[src/rtl/mips_multicycle_ctrl.sv]
// mips_multicycle_ctrl: multicycle control FSM for the single-datapath MIPS core.
// Sequences FETCH/DECODE/EXEC/MEM/WB for R-type, lw, sw and beq, and halts on a
// memory that stays not-ready for MEM_TIMEOUT consecutive cycles.
// Optional performance counters are compiled in with `define MIPS_CTRL_PERF_CNT_EN.
module mips_multicycle_ctrl #(
  parameter int MEM_TIMEOUT = 16,
  parameter int CNT_W       = 32
) (
  input  logic              clk,
  input  logic              rst,
  input  logic [31:0]       instr,
  input  logic              zero,
  input  logic              mem_ready,
  output logic              ir_write,
  output logic              pc_write,
  output logic              pc_write_cond,
  output logic              reg_dst,
  output logic              reg_write,
  output logic              alu_src,
  output logic [3:0]        alu_control,
  output logic              mem_write,
  output logic              mem_read,
  output logic              mem_to_reg,
  output logic              illegal,
  output logic              mem_err,
`ifdef MIPS_CTRL_PERF_CNT_EN
  output logic [CNT_W-1:0]  cycle_cnt,
  output logic [CNT_W-1:0]  retired_cnt,
`endif
  output logic [2:0]        state
);

  typedef enum logic [2:0] {
    IDLE   = 3'd0,
    FETCH  = 3'd1,
    DECODE = 3'd2,
    EXEC   = 3'd3,
    MEM    = 3'd4,
    WB     = 3'd5,
    HALT   = 3'd6
  } state_t;

  localparam logic [5:0] OP_RTYPE = 6'b000000;
  localparam logic [5:0] OP_LW    = 6'b100011;
  localparam logic [5:0] OP_SW    = 6'b101011;
  localparam logic [5:0] OP_BEQ   = 6'b000100;

  localparam logic [5:0] FN_ADD = 6'b100000;
  localparam logic [5:0] FN_SUB = 6'b100010;
  localparam logic [5:0] FN_AND = 6'b100100;
  localparam logic [5:0] FN_OR  = 6'b100101;
  localparam logic [5:0] FN_SLT = 6'b101010;

  localparam logic [3:0] ALU_ADD = 4'b0010;
  localparam logic [3:0] ALU_SUB = 4'b0110;
  localparam logic [3:0] ALU_AND = 4'b0000;
  localparam logic [3:0] ALU_OR  = 4'b0001;
  localparam logic [3:0] ALU_SLT = 4'b0111;

  // Wide enough to hold MEM_TIMEOUT-1; with the timeout disabled it just wraps.
  localparam int WAIT_W = (MEM_TIMEOUT > 1) ? $clog2(MEM_TIMEOUT + 1) : 1;

  state_t            state_q, state_d;
  logic [5:0]        opcode_q, opcode_d;
  logic [5:0]        funct_q, funct_d;
  logic [WAIT_W-1:0] waitCnt_q, waitCnt_d;
  logic              memErr_q, memErr_d;

  logic              decLegal;
  logic              timeoutHit;
  logic [3:0]        aluCode;
  logic              isR, isLw, isSw, isBeq;

  // The branch flag is consumed by the datapath and the register/immediate
  // fields are routed there directly; the controller only looks at opcode/funct.
  logic unusedInputs;
  assign unusedInputs = ^{zero, instr[25:6]};

`ifndef MIPS_CTRL_PERF_CNT_EN
  localparam int unusedCntW = CNT_W;
`endif

  assign isR   = (opcode_q == OP_RTYPE);
  assign isLw  = (opcode_q == OP_LW);
  assign isSw  = (opcode_q == OP_SW);
  assign isBeq = (opcode_q == OP_BEQ);

  // The current not-ready cycle is the MEM_TIMEOUT-th in a row when the counter already holds MEM_TIMEOUT-1.
  assign timeoutHit = (MEM_TIMEOUT > 0) && !mem_ready &&
                      (waitCnt_q == WAIT_W'(MEM_TIMEOUT - 1));

  // Classify the live instruction word during DECODE.
  always_comb begin
    decLegal = 1'b0;
    case (instr[31:26])
      OP_LW, OP_SW, OP_BEQ: decLegal = 1'b1;
      OP_RTYPE: begin
        case (instr[5:0])
          FN_ADD, FN_SUB, FN_AND, FN_OR, FN_SLT: decLegal = 1'b1;
          default:                               decLegal = 1'b0;
        endcase
      end
      default: decLegal = 1'b0;
    endcase
  end

  // ALU operation for the latched instruction, held from EXEC through WB.
  always_comb begin
    aluCode = ALU_AND;
    case (opcode_q)
      OP_LW, OP_SW: aluCode = ALU_ADD;
      OP_BEQ:       aluCode = ALU_SUB;
      default: begin
        case (funct_q)
          FN_ADD:  aluCode = ALU_ADD;
          FN_SUB:  aluCode = ALU_SUB;
          FN_AND:  aluCode = ALU_AND;
          FN_OR:   aluCode = ALU_OR;
          FN_SLT:  aluCode = ALU_SLT;
          default: aluCode = ALU_AND;
        endcase
      end
    endcase
  end

  // Next-state and control outputs; everything defaults to 0 so IDLE and HALT drive nothing.
  always_comb begin
    state_d       = state_q;
    ir_write      = 1'b0;
    pc_write      = 1'b0;
    pc_write_cond = 1'b0;
    reg_dst       = 1'b0;
    reg_write     = 1'b0;
    alu_src       = 1'b0;
    alu_control   = 4'b0000;
    mem_write     = 1'b0;
    mem_read      = 1'b0;
    mem_to_reg    = 1'b0;
    illegal       = 1'b0;
    case (state_q)
      IDLE: state_d = FETCH;
      FETCH: begin
        mem_read = 1'b1;
        ir_write = mem_ready;
        pc_write = mem_ready;
        if (mem_ready)       state_d = DECODE;
        else if (timeoutHit) state_d = HALT;
      end
      DECODE: begin
        if (decLegal) begin
          state_d = EXEC;
        end else begin
          illegal = 1'b1;
          state_d = FETCH;
        end
      end
      EXEC: begin
        alu_control = aluCode;
        alu_src     = isLw | isSw;
        if (isBeq) begin
          pc_write_cond = 1'b1;
          state_d       = FETCH;
        end else if (isLw | isSw) begin
          state_d = MEM;
        end else begin
          state_d = WB;
        end
      end
      MEM: begin
        alu_control = aluCode;
        alu_src     = 1'b1;
        mem_read    = isLw;
        mem_write   = isSw;
        if (mem_ready)       state_d = isLw ? WB : FETCH;
        else if (timeoutHit) state_d = HALT;
      end
      WB: begin
        alu_control = aluCode;
        reg_write   = 1'b1;
        reg_dst     = isR;
        mem_to_reg  = isLw;
        alu_src     = isLw;
        state_d     = FETCH;
      end
      HALT:    state_d = HALT;
      default: state_d = IDLE;
    endcase
  end

  // Field latching, wait counting and the sticky memory error flag.
  always_comb begin
    opcode_d = opcode_q;
    funct_d  = funct_q;
    if (state_q == DECODE) begin
      opcode_d = instr[31:26];
      funct_d  = instr[5:0];
    end
    if (state_d != state_q)
      waitCnt_d = '0;
    else if (((state_q == FETCH) || (state_q == MEM)) && !mem_ready)
      waitCnt_d = waitCnt_q + WAIT_W'(1);
    else
      waitCnt_d = '0;
    memErr_d = memErr_q | (state_d == HALT);
  end

  // State and latched-field registers.
  always_ff @(posedge clk or posedge rst) begin
    if (rst) begin
      state_q   <= IDLE;
      opcode_q  <= '0;
      funct_q   <= '0;
      waitCnt_q <= '0;
      memErr_q  <= 1'b0;
    end else begin
      state_q   <= state_d;
      opcode_q  <= opcode_d;
      funct_q   <= funct_d;
      waitCnt_q <= waitCnt_d;
      memErr_q  <= memErr_d;
    end
  end

  assign state   = state_q;
  assign mem_err = memErr_q;

`ifdef MIPS_CTRL_PERF_CNT_EN
  logic [CNT_W-1:0] cycleCnt_q, retiredCnt_q;
  logic             retire;

  assign retire = (state_q == WB) ||
                  ((state_q == MEM) && isSw && mem_ready) ||
                  ((state_q == EXEC) && isBeq);

  // Performance counters: active cycles and retired instructions, wrapping naturally.
  always_ff @(posedge clk or posedge rst) begin
    if (rst) begin
      cycleCnt_q   <= '0;
      retiredCnt_q <= '0;
    end else begin
      if ((state_q != IDLE) && (state_q != HALT))
        cycleCnt_q <= cycleCnt_q + CNT_W'(1);
      if (retire)
        retiredCnt_q <= retiredCnt_q + CNT_W'(1);
    end
  end

  assign cycle_cnt   = cycleCnt_q;
  assign retired_cnt = retiredCnt_q;
`endif

endmodule

[config.mk]
export PLATFORM = sky130hd
export DESIGN_NAME = mips_multicycle_ctrl
export DESIGN_NICKNAME = d
export VERILOG_FILES = /design/src/rtl/mips_multicycle_ctrl.sv
export SDC_FILE = /design/constraint.sdc
export NUM_CORES = 1
export LEC_CHECK = 0
export BUFFER_PORTS_ARGS = -buffer_cell sky130_fd_sc_hd__buf_4
export CORE_MARGIN = 2
export CORE_UTILIZATION = 49
export CTS_BUF_LIST = sky130_fd_sc_hd__clkbuf_8
export CTS_CLUSTER_DIAMETER = 80
export DETAILED_ROUTE_END_ITERATION = 8
export GPL_ROUTABILITY_DRIVEN = 0
export HOLD_SLACK_MARGIN = 0.02
export MAX_ROUTING_LAYER = met4
export PLACE_DENSITY = 0.81
export SYNTH_ARGS = -nofsm -noshare
export SYNTH_HDL_FRONTEND = slang
export SYNTH_SLANG_ARGS = --single-unit
[constraint.sdc]
create_clock -name clk -period 2.3 [get_ports clk]
set_clock_uncertainty 0.05 [all_clocks]
set_input_delay 0.345 -clock clk [delete_from_list [all_inputs] [get_ports clk]]
set_output_delay 0.345 -clock clk [all_outputs]
set_load 0.02 [all_outputs]
==> results of run 1 <==
==> worst max-delay path, cell delays in order, from the launching register on <==
cell	delay (ns)
sky130_fd_sc_hd__dfrtp_1	0.40
sky130_fd_sc_hd__nor4_1	0.38
sky130_fd_sc_hd__nand3b_1	0.27
sky130_fd_sc_hd__a32oi_1	0.26
sky130_fd_sc_hd__buf_4	0.17
==> final cells by class <==
| type | instances | area share, % |
|---|---|---|
| repair buffers | 33 | 16.0 |
| multi-input cells | 92 | 42.4 |
| inverters | 9 | 2.18 |
| well taps | 30 | 2.43 |
| clock buffers | 3 | 2.67 |
| flip-flops and latches | 21 | 34.0 |
| clock inverters | 1 | 0.324 |
==> synthesized netlist by cell type (3+ instances only) <==
cell type,count
sky130_fd_sc_hd__nor3_1,6
sky130_fd_sc_hd__nand2_1,10
sky130_fd_sc_hd__a21oi_1,3
sky130_fd_sc_hd__nand2b_1,6
sky130_fd_sc_hd__inv_1,9
sky130_fd_sc_hd__o21ai_1,5
sky130_fd_sc_hd__o21ai_0,3
sky130_fd_sc_hd__nor2_1,11
sky130_fd_sc_hd__dfrtp_1,21
sky130_fd_sc_hd__mux2_1,10
sky130_fd_sc_hd__nor4b_1,3
==> metrics by stage <==
step | total power [mW] | cells | util [%] | hold slack, ns
global placement | 1.35 | 185 | 61.6 | 0.394
finish | 1.63 | 189 | 63.6 | 0.195
CTS | 1.63 | 189 | 63.5 | 0.218
global route | 1.74 | 189 | 63.6 | 0.268
detailed placement | 1.39 | 185 | 61.6 | 0.413
floorplan | 1.14 | 127 | - | 0.272
==> cell families after synthesis <==
logic type	count (synthesis)	share of synthesized area, %
adder cells (fa/ha/maj)	2	2.02
AO/OA/AOI/OAI	22	13.7
other	1	0.302
buffers and inverters	14	5.04
AND/OR/NAND/NOR	54	25.2
multiplexers	11	9.98
flip-flops	21	42.3
XOR/XNOR	2	1.41
==> how the worst max path moves through the flow <==
| stage | to | from | cells past startpoint |
|---|---|---|---|
| 3_3_place_gp | illegal | instr[31] | 5 |
| 6_report | alu_control[1] | opcode_q[5]$_DFFE_PP0P_ | 4 |
| 2_1_floorplan | alu_control[0] | state[0]$_DFF_PP0_ | 5 |
| 4_1_cts | alu_control[0] | state[2]$_DFF_PP0_ | 5 |
| 5_1_grt | reg_dst | state[2]$_DFF_PP0_ | 5 |
| 3_5_place_dp | illegal | instr[31] | 5 |
==> routing by layer <==
metal,wire (um),share of wire [%]
met4,26,0.97
met3,181,6.7
met1,1210,45
met2,1270,47
met5,0,0
==> power by group <==
group	switching, mW	internal [mW]	total [mW]
clock network	0.118	0.120	0.239
logic	0.386	0.322	0.708
registers	0.167	0.513	0.680
==> sequential cells by signal (all words and copies together) (netlist names) <==
signal	cells
opcode_q	6
funct_q	6
mem_err	1
waitCnt_q	5
state	3
==> impl_summary.log, run 1 <==
[metrics] result of the run: finished clean
[metrics] most frequent standard cell in the layout excluding fill and tap cells: sky130_fd_sc_hd__buf_4
[metrics] placed cell areas: 1500 um2
[metrics] number of placement rows: 18
[metrics] most utilized layer in the global route result: met2
[metrics] Via Count: 1,052
[metrics] fill cell count: 201
[metrics] number of enable flip-flop cells after synthesis: 0
[metrics] first-pass GRT wire length: 4350 um
[metrics] Final WS setup: 0.174 ns
[metrics] Pre-antenna DRT Iters: 4
[metrics] largest net degree at the start of global routing: 22
[metrics] height of the chip: 54.3 um
[metrics] most used cells in the layout excluding fill and tap cells: 33 x sky130_fd_sc_hd__buf_4, 21 x sky130_fd_sc_hd__dfrtp_1, 11 x sky130_fd_sc_hd__nor2_1, 10 x sky130_fd_sc_hd__mux2_1, 10 x sky130_fd_sc_hd__nand2_1
[metrics] sequential standard cell area: 526 um2
[metrics] number of gates resized after cts: 0
[metrics] setup slack of the worst register-to-register path: 0.31 ns
[metrics] final critical-path required period: 2.13 ns
[metrics] number of antenna violations at the first check in global routing: 0
[metrics] core outline area: 2430 um2
[metrics] worst-margin pin slew: 0.815 ns
[metrics] dominant cell type by area after synthesis: sky130_fd_sc_hd__dfrtp_1
[metrics] total number of nets in the final design: 198
[metrics] f_max: 0.470 GHz
[metrics] average wire per standard cell: 14.2 um
[metrics] final critical-path share of the clock period: 92.5%
[metrics] RR Endpoint: mem_err$_DFF_PP0_
[metrics] summed area of non-filler cells in the final layout: 1550 um2
[metrics] netlist area before placement: 1240 um2
[metrics] clock latency on the worst-skew pair: 0.26 ns
[metrics] maximum count of clock buffers along a single path: 2
[metrics] top_reg_cell synth: sky130_fd_sc_hd__dfrtp_1
[metrics] number of hold violations in the final report: 0
[metrics] number of setup buffers added after CTS: 0
[metrics] top cells by area, synth: sky130_fd_sc_hd__dfrtp_1 42%, sky130_fd_sc_hd__mux2_1 9.1%, sky130_fd_sc_hd__nor2_1 3.3%
[metrics] Max Fanout on Critical Path: 6
[metrics] count of unique library cells instantiated by Yosys: 42
[metrics] post-synth top area share: 42.3%
[metrics] Die Footprint: 2950 um2
[metrics] Initial Util: 51.0%
[metrics] Clock Sink Count: 21
[metrics] headroom to the max-slew limit: 45.6%
[metrics] num ports: 54
[metrics] pre-CTS setup slack: 0.263 ns
[metrics] Post-CTS Hold Buffers: 0
[metrics] HPWL after detailed placement: 2110 um
[metrics] type of the most critical hold path: primary input to asynchronous set/reset pin
[metrics] DRT iter0 DRCs: 27
[metrics] CTS Buf Count: 3
[metrics] type of destination of the critical path: output pin
[metrics] Yosys warning count: 0
[metrics] sequential area share after synthesis: 42.3%
[metrics] Leak Pwr: 0.686 nW
[metrics] signal arrival time at the worst endpoint: 1.73 ns
[metrics] setup-violating endpoint count in the final report: 0
[metrics] CP required: 1.90 ns
[metrics] number of pins with negative max-slew slack in the final report: 0
[metrics] worst setup path category: flip-flop to output pin
[metrics] total track usage: 21.1%
[metrics] Synth Register Bits: 21
[metrics] share of synthesized flip-flops with an asynchronous set or reset: 100%
[metrics] post-synthesis area per instance: 9.77 um2
[metrics] sum of negative setup slack: 0 ns
[metrics] area occupied by multi-input gates: 656 um2
[metrics] count of antenna diodes in the layout: 0
[metrics] antenna-violating nets left: 0
[metrics] ratio of cells with drive above 1 in the final layout: 27.7%
[metrics] element type at the critical path start: flip-flop
[metrics] average via count per standard cell: 5.57
[metrics] chip width: 54.3 um
[metrics] setup repair after global routing missed its margin: false
[metrics] area growth from synthesis to layout: 24.6%
[metrics] count of input and output buffers: 31
[metrics] M2 GR Usage: 34.5%
[metrics] maximum capacitance violations: 0
[metrics] vias in the first global route: 989
[metrics] overflow left after global routing: 0
[metrics] met1 track demand over resource in global routing: 27.1%
[metrics] number of levels in the clock H-tree: 1
[metrics] Worst R2R Path Depth: 7
[metrics] CTS tree: yes
[metrics] final routed DRC violation total: 0
[metrics] overall routed net length: 2690 um
[metrics] CTS Root Buffer Type: sky130_fd_sc_hd__clkbuf_8
[metrics] startpoint of the worst register-to-register path: waitCnt_q[0]$_DFF_PP0_
[metrics] clock input transition at the sequential cells of the worst setup and hold paths: 0.08 ns
[metrics] post-synthesis instance total: 127
[metrics] power density cells: 1050 nW/um2
[metrics] net count after synthesis: 165
[metrics] maximum vdd drop: 0.639 mV
[metrics] global-route track usage on met3: 3.28%
No activity file was read; power rests on OpenSTA's default activity.
==> run 2: changes to the inputs <==
--- a/config.mk
+++ b/config.mk
@@ -13,7 +13,6 @@
 export DETAILED_ROUTE_END_ITERATION = 8
 export GPL_ROUTABILITY_DRIVEN = 0
 export HOLD_SLACK_MARGIN = 0.02
-export MAX_ROUTING_LAYER = met4
 export PLACE_DENSITY = 0.81
 export SYNTH_ARGS = -nofsm -noshare
 export SYNTH_HDL_FRONTEND = slang
==> run 2 against run 1 <==
Compared with the run above: cell area is the same; combinational power hardly changed; first-iteration DRC count did not move; final cell count is the same; non-clock buffer count stayed put; fmax is essentially flat; sequential share of layout area unchanged; critical path type unchanged.
==> impl_summary.log, run 2 (synthesis results as in run 1) <==
[metrics] HPWL after detailed placement: 2110 um (unchanged)
[metrics] CP required: 1.90 ns (about the same)
[metrics] final critical-path share of the clock period: 92.5% (about the same)
[metrics] Post-CTS Hold Buffers: 0 (unchanged)
[metrics] CTS Root Buffer Type: sky130_fd_sc_hd__clkbuf_8
[metrics] overall routed net length: 2690 um (unchanged)
[metrics] most utilized layer in the global route result: met2
[metrics] element type at the critical path start: flip-flop
[metrics] cell with the largest stage delay on the worst path: sky130_fd_sc_hd__dfrtp_1
[metrics] CTS Buf Count: 3 (unchanged)
[metrics] Via Count: 1,052 (unchanged)
[metrics] largest registers in the final layout: funct_q: 6 flops, opcode_q: 6 flops, waitCnt_q: 5 flops
[metrics] most used cells in the layout excluding fill and tap cells: 33 x sky130_fd_sc_hd__buf_4, 21 x sky130_fd_sc_hd__dfrtp_1, 11 x sky130_fd_sc_hd__nor2_1, 10 x sky130_fd_sc_hd__mux2_1, 10 x sky130_fd_sc_hd__nand2_1
[metrics] delay of the slowest cell on the worst path: 0.40 ns (about the same)
[metrics] number of hold violations in the final report: 0 (unchanged)
[metrics] Clock Sink Count: 21 (unchanged)
[metrics] vias in the first global route: 988 (-0.10%)
[metrics] number of levels in the clock H-tree: 1 (unchanged)
[metrics] headroom to the max-slew limit: 45.6% (about the same)
[metrics] first-pass GRT wire length: 4350 um (unchanged)
[metrics] signal arrival time at the worst endpoint: 1.73 ns (about the same)
[metrics] f_max: 0.470 GHz (about the same)
[metrics] height of the chip: 54.3 um (unchanged)
[metrics] Leak Pwr: 0.686 nW (unchanged)
[metrics] placed cell areas: 1500 um2 (unchanged)
[metrics] number of pins with negative max-slew slack in the final report: 0 (unchanged)
[metrics] M2 GR Usage: 34.5% (unchanged)
[metrics] type of the most critical hold path: primary input to asynchronous set/reset pin
[metrics] Worst R2R Path Depth: 7 (unchanged)
[metrics] power density cells: 1050 nW/um2 (about the same)
[metrics] total number of nets in the final design: 198 (unchanged)
[metrics] ratio of cells with drive above 1 in the final layout: 27.7% (unchanged)
[metrics] maximum capacitance violations: 0 (unchanged)
[metrics] area growth from synthesis to layout: 24.6% (unchanged)
[metrics] final routed DRC violation total: 0 (unchanged)
[metrics] count of antenna diodes in the layout: 0 (unchanged)
[metrics] met1 track demand over resource in global routing: 27.1% (unchanged)
[metrics] setup-violating endpoint count in the final report: 0 (unchanged)
[metrics] Max Fanout on Critical Path: 6 (unchanged)
[metrics] Pre-antenna DRT Iters: 4 (unchanged)
[metrics] largest net degree at the start of global routing: 22 (unchanged)
[metrics] setup repair after global routing missed its margin: false
[metrics] CTS tree: yes
[metrics] chip width: 54.3 um (unchanged)
[metrics] summed area of non-filler cells in the final layout: 1550 um2 (unchanged)
[metrics] critical path cell sequence: nor4_1, nand3b_1, a32oi_1, buf_4
[metrics] type of destination of the critical path: output pin
[metrics] average via count per standard cell: 5.57 (unchanged)
[metrics] result of the run: finished clean
[metrics] Initial Util: 51.0% (unchanged)
[metrics] most frequent standard cell in the layout excluding fill and tap cells: sky130_fd_sc_hd__buf_4
[metrics] count of input and output buffers: 31 (unchanged)
[metrics] worst-margin pin slew: 0.815 ns (-0.000110 ns)
[metrics] clock input transition at the sequential cells of the worst setup and hold paths: 0.08 ns (about the same)
[metrics] average wire per standard cell: 14.2 um (unchanged)
[metrics] sum of negative setup slack: 0 ns (unchanged)
[metrics] setup slack of the worst register-to-register path: 0.31 ns (about the same)
[metrics] core outline area: 2430 um2 (unchanged)
[metrics] maximum vdd drop: 0.639 mV (about the same)
[metrics] total track usage: 20.5% (-0.59 points)
[metrics] clock latency on the worst-skew pair: 0.26 ns (about the same)
[metrics] num ports: 54 (unchanged)
[metrics] DRT iter0 DRCs: 27 (unchanged)
[metrics] Die Footprint: 2950 um2 (unchanged)
[metrics] worst setup path category: flip-flop to output pin
[metrics] number of antenna violations at the first check in global routing: 0 (unchanged)
[metrics] overflow left after global routing: 0 (unchanged)
[metrics] PnR Total Power: 1.63 mW (about the same)
[metrics] maximum count of clock buffers along a single path: 2 (unchanged)
[metrics] antenna-violating nets left: 0 (unchanged)
[metrics] global-route track usage on met3: 3.28% (unchanged)
[metrics] final critical-path required period: 2.13 ns (+0.0000960 ns)
[metrics] number of placement rows: 18 (unchanged)
## run 2: timing repair
item	in CTS	in global routing
setup endpoints to repair	0	1
resized for setup	0	1
setup buffers	0	0
## run 2: per-stage QoR
stage / utilization (%) / hold WS, ns / setup WS (ns) / instances
3_5_place_dp: 61.6 / 0.413 / 0.263 / 185
5_1_grt: 63.6 / 0.268 / 0.0215 / 189
6_report: 63.6 / 0.195 / 0.173 / 189
4_1_cts: 63.5 / 0.218 / 0.127 / 189
3_3_place_gp: 61.6 / 0.394 / 0.260 / 185
2_1_floorplan: - / 0.272 / 0.0277 / 127
## run 2: power by group
group / leakage, nW / internal [mW] / switching, mW
clock network: 0.0255 / 0.120 / 0.119
registers: 0.264 / 0.513 / 0.167
logic: 0.397 / 0.322 / 0.386
## run 2: cell type report
type | instances | area [um2]
flip-flops and latches | 21 | 526
inverters | 9 | 33.8
clock buffers | 3 | 41.3
clock inverters | 1 | 5.00
well taps | 30 | 37.5
multi-input cells | 92 | 656
fillers | 201 | 886
repair buffers | 33 | 248
## run 2: per-layer routing
metal  share of wire (%)  routed length (um)  vias to the layer above
met1                  45                1210                      487
met4                 1.0                  27                        0
met2                  47                1280                       45
met5                   0                   0                        -
li1                    -                   -                      516
met3                 6.6                 178                        4
## run 2: worst paths after layout
path                                           end               startpoint
setup / recovery                    alu_control[1]  opcode_q[5]$_DFFE_PP0P_
hold / removal                  state[1]$_DFF_PP0_                      rst
setup reg to reg                 mem_err$_DFF_PP0_   waitCnt_q[0]$_DFF_PP0_
hold reg to reg             waitCnt_q[0]$_DFF_PP0_   waitCnt_q[0]$_DFF_PP0_
max in group asynchronous        mem_err$_DFF_PP0_                      rst
min in group clk           opcode_q[3]$_DFFE_PP0P_                instr[29]
## run 2: critical path: cells and delay by family (launching register included)
| kind | cells | cell delay (ns) |
|---|---|---|
| flops | 1 | 0.40 |
| buf+inv | 1 | 0.17 |
| simple gates | 2 | 0.65 |
| compound gates | 1 | 0.26 |
==> run 3: changes to the inputs <==
--- a/config.mk
+++ b/config.mk
@@ -7,13 +7,14 @@
 export LEC_CHECK = 0
 export BUFFER_PORTS_ARGS = -buffer_cell sky130_fd_sc_hd__buf_4
 export CORE_MARGIN = 2
-export CORE_UTILIZATION = 49
+export CORE_UTILIZATION = 44
 export CTS_BUF_LIST = sky130_fd_sc_hd__clkbuf_8
 export CTS_CLUSTER_DIAMETER = 80
 export DETAILED_ROUTE_END_ITERATION = 8
 export GPL_ROUTABILITY_DRIVEN = 0
 export HOLD_SLACK_MARGIN = 0.02
-export PLACE_DENSITY = 0.81
+export MAX_ROUTING_LAYER = met4
+export PLACE_DENSITY = 0.77
 export SYNTH_ARGS = -nofsm -noshare
 export SYNTH_HDL_FRONTEND = slang
 export SYNTH_SLANG_ARGS = --single-unit
==> constraint.sdc (replaced) <==
create_clock -name clk -period 1.9 [get_ports clk]
set_clock_uncertainty 0.05 [all_clocks]
set_input_delay 0.285 -clock clk [delete_from_list [all_inputs] [get_ports clk]]
set_output_delay 0.285 -clock clk [all_outputs]
set_load 0.02 [all_outputs]
==> run 3 against run 2 <==
Compared with the run above: worst setup slack got worse by 0.31 ns; combinational power grew 82%; die area increased by 10%; sequential cell count unchanged; total power rose by 49%; non-clock buffer count up 25; clock-buffer cell count stayed put; sequential share of layout area shrank 6.3 points; clock power grew 24%; the flow now finishes with violations (negative setup slack); first-iteration DRC count is 48% higher; final cell count increased by 14%; critical path depth increased by 1; critical path type unchanged.
==> impl_summary.log, run 3 (synthesis results as in run 1) <==
[metrics] result of the run: finished with violations
[metrics] violated checks: negative setup slack
[metrics] Leak Pwr: 0.839 nW (+22%)
[metrics] setup-violating endpoint count in the final report: 9 (+9)
[metrics] fill cell count: 196 (-2.5%)
[metrics] number of hold violations in the final report: 0 (unchanged)
[metrics] overflow left after global routing: 0 (unchanged)
[metrics] largest net degree at the start of global routing: 22 (unchanged)
[metrics] overall routed net length: 3330 um (+24%)
[metrics] most used cells in the layout excluding fill and tap cells: 51 x sky130_fd_sc_hd__buf_4, 18 x sky130_fd_sc_hd__dfrtp_1, 10 x sky130_fd_sc_hd__mux2_1, 9 x sky130_fd_sc_hd__inv_1, 8 x sky130_fd_sc_hd__nand2_1
[metrics] Die Footprint: 3260 um2 (+10%)
[metrics] CTS Buf Count: 3 (unchanged)
[metrics] most frequent standard cell in the layout excluding fill and tap cells: sky130_fd_sc_hd__buf_4
[metrics] final critical-path share of the clock period: 107%
[metrics] number of antenna violations at the first check in global routing: 0 (unchanged)
[metrics] CP required: 1.56 ns (-0.34 ns)
[metrics] core outline area: 2710 um2 (+11%)
[metrics] number of pins with negative max-slew slack in the final report: 0 (unchanged)
[metrics] setup repair after global routing missed its margin: true
[metrics] power density cells: 1270 nW/um2 (+20%)
[metrics] cell count after placement: 199 (+7.6%)
[metrics] area occupied by multi-input gates: 801 um2 (+22%)
[metrics] final critical-path required period: 2.03 ns
[metrics] height of the chip: 57.1 um (+5.1%)
[metrics] Via Count: 1,183 (+12%)
[metrics] type of the most critical hold path: primary input to flip-flop
[metrics] num ports: 54 (unchanged)
[metrics] Max Fanout on Critical Path: 6 (unchanged)
[metrics] PnR Total Power: 2.42 mW (+49%)
[metrics] Worst R2R Path Depth: 7 (unchanged)
[metrics] antenna-violating nets left: 0 (unchanged)
[metrics] maximum capacitance violations: 0 (unchanged)
[metrics] HPWL after detailed placement: 2240 um (+6.1%)
[metrics] average via count per standard cell: 5.50 (-1.1%)
[metrics] type of destination of the critical path: output pin
[metrics] signal arrival time at the worst endpoint: 1.70 ns (-0.03 ns)
[metrics] clock latency on the worst-skew pair: 0.26 ns (about the same)
[metrics] clock input transition at the sequential cells of the worst setup and hold paths: 0.08 ns (about the same)
[metrics] count of antenna diodes in the layout: 0 (unchanged)
[metrics] Final WS setup: -0.135 ns (-0.308 ns)
[metrics] largest registers in the final layout: funct_q: 6 flops, opcode_q: 6 flops, waitCnt_q: 5 flops
[metrics] count of input and output buffers: 31 (unchanged)
[metrics] summed area of non-filler cells in the final layout: 1910 um2 (+23%)
[metrics] worst setup path endpoint: alu_control[0]
[metrics] total number of nets in the final design: 223 (+13%)
[metrics] Hold Path Stages: 2
[metrics] final routed DRC violation total: 0 (unchanged)
[metrics] setup slack of the worst register-to-register path: -0.06 ns (-0.37 ns)
[metrics] Clock Sink Count: 21 (unchanged)
[metrics] worst setup path category: flip-flop to output pin
[metrics] first-pass GRT wire length: 5090 um (+17%)
[metrics] startpoint of the worst register-to-register path: opcode_q[5]$_DFFE_PP0P_
[metrics] beginning of the critical path: state[2]$_DFF_PP0_
[metrics] average wire per standard cell: 15.5 um (+8.8%)
[metrics] element type at the critical path start: flip-flop
[metrics] Pre-antenna DRT Iters: 4 (unchanged)
[metrics] maximum vdd drop: 0.946 mV (+48%)
[metrics] number of levels in the clock H-tree: 1 (unchanged)
[metrics] placed cell areas: 1610 um2 (+7.8%)
[metrics] filler-free cell count of the finished design: 215 (+14%)
[metrics] total track usage: 20.3% (-0.24 points)
[metrics] area growth from synthesis to layout: 53.8%
[metrics] vias in the first global route: 1,129 (+14%)
[metrics] DRT iter0 DRCs: 40 (+48%)
[metrics] ratio of cells with drive above 1 in the final layout: 51.6% (+24 points)
[metrics] chip width: 57.1 um (+5.1%)
[metrics] number of placement rows: 19 (+1)
[metrics] f_max: 0.491 GHz
[metrics] CTS tree: yes
[metrics] Initial Util: 45.8% (-5.2 points)
[metrics] RR Endpoint: mem_err$_DFF_PP0_
[metrics] sequential standard cell area: 529 um2 (+0.71%)
[metrics] CTS Root Buffer Type: sky130_fd_sc_hd__clkbuf_8
[metrics] maximum count of clock buffers along a single path: 2 (unchanged)
## run 3: cell count changes in the layout (fill, tap and decap cells not counted), moves of 3 or more
cell,before,now
sky130_fd_sc_hd__nor4b_1,3,0
sky130_fd_sc_hd__dfrtp_2,0,3
sky130_fd_sc_hd__buf_6,0,6
sky130_fd_sc_hd__dfrtp_1,21,18
sky130_fd_sc_hd__nor2_1,11,7
sky130_fd_sc_hd__buf_4,33,51
sky130_fd_sc_hd__nor4b_2,0,3
## run 3: worst min path at each step
stage	startpoint	to	slack, ns
2_1_floorplan	rst	funct_q[0]$_DFFE_PP0P_	0.21
3_3_place_gp	rst	waitCnt_q[0]$_DFF_PP0_	0.29
3_5_place_dp	rst	waitCnt_q[1]$_DFF_PP0_	0.29
4_1_cts	instr[5]	funct_q[5]$_DFFE_PP0P_	0.20
5_1_grt	instr[5]	funct_q[5]$_DFFE_PP0P_	0.20
6_report	instr[5]	funct_q[5]$_DFFE_PP0P_	0.20
## run 3: worst max-delay path, cell delays in order (launching register included)
cell	delay [ns]
sky130_fd_sc_hd__dfrtp_2	0.45
sky130_fd_sc_hd__nor2b_2	0.17
sky130_fd_sc_hd__and2_1	0.22
sky130_fd_sc_hd__o21ai_1	0.11
sky130_fd_sc_hd__nor4b_2	0.29
sky130_fd_sc_hd__buf_4	0.19
## run 3: stage by stage
stage               utilization [%]  setup slack (ns)  hold slack (ns)  setup TNS, ns
finish                         70.5            -0.135            0.202         -0.616
global route                   70.5            -0.182            0.203          -1.35
CTS                            63.7            -0.105            0.198         -0.315
detailed placement             59.6            -0.101            0.294         -0.147
global placement               59.6           -0.0441            0.287        -0.0612
floorplan                         -           -0.0505            0.212        -0.0505
## run 3: final cells by class
type	count	area share [%]
flip-flops and latches	21	27.7
repair buffers	58	24.1
inverters	9	1.77
clock inverters	1	0.262
clock buffers	3	2.16
well taps	31	2.03
multi-input cells	92	41.9
## run 3: timing repair
| action | CTS | global route |
|---|---|---|
| resized for setup | 10 | 30 |
| hold buffers | 1 | 0 |
| cloned | 0 | 0 |
| endpoints found under the hold margin | 21 | 0 |
| setup buffers | 3 | 8 |
| pin swaps | 4 | 13 |
| endpoints found under the setup margin | 12 | 11 |
## run 3: report_power, final
group | switching, mW | leakage (nW) | internal, mW
Sequential | 0.206 | 0.260 | 0.627
Combinational | 0.665 | 0.553 | 0.627
Clock | 0.150 | 0.0255 | 0.146
Total | 1.02 | 0.839 | 1.40
## run 3: metal layers
layer / part of all wire [%] / track usage (%)
met5: 0 / -
met4: 2.4 / 6.98
met3: 4.0 / 3.40
met2: 50 / 32.8
met1: 44 / 25.9
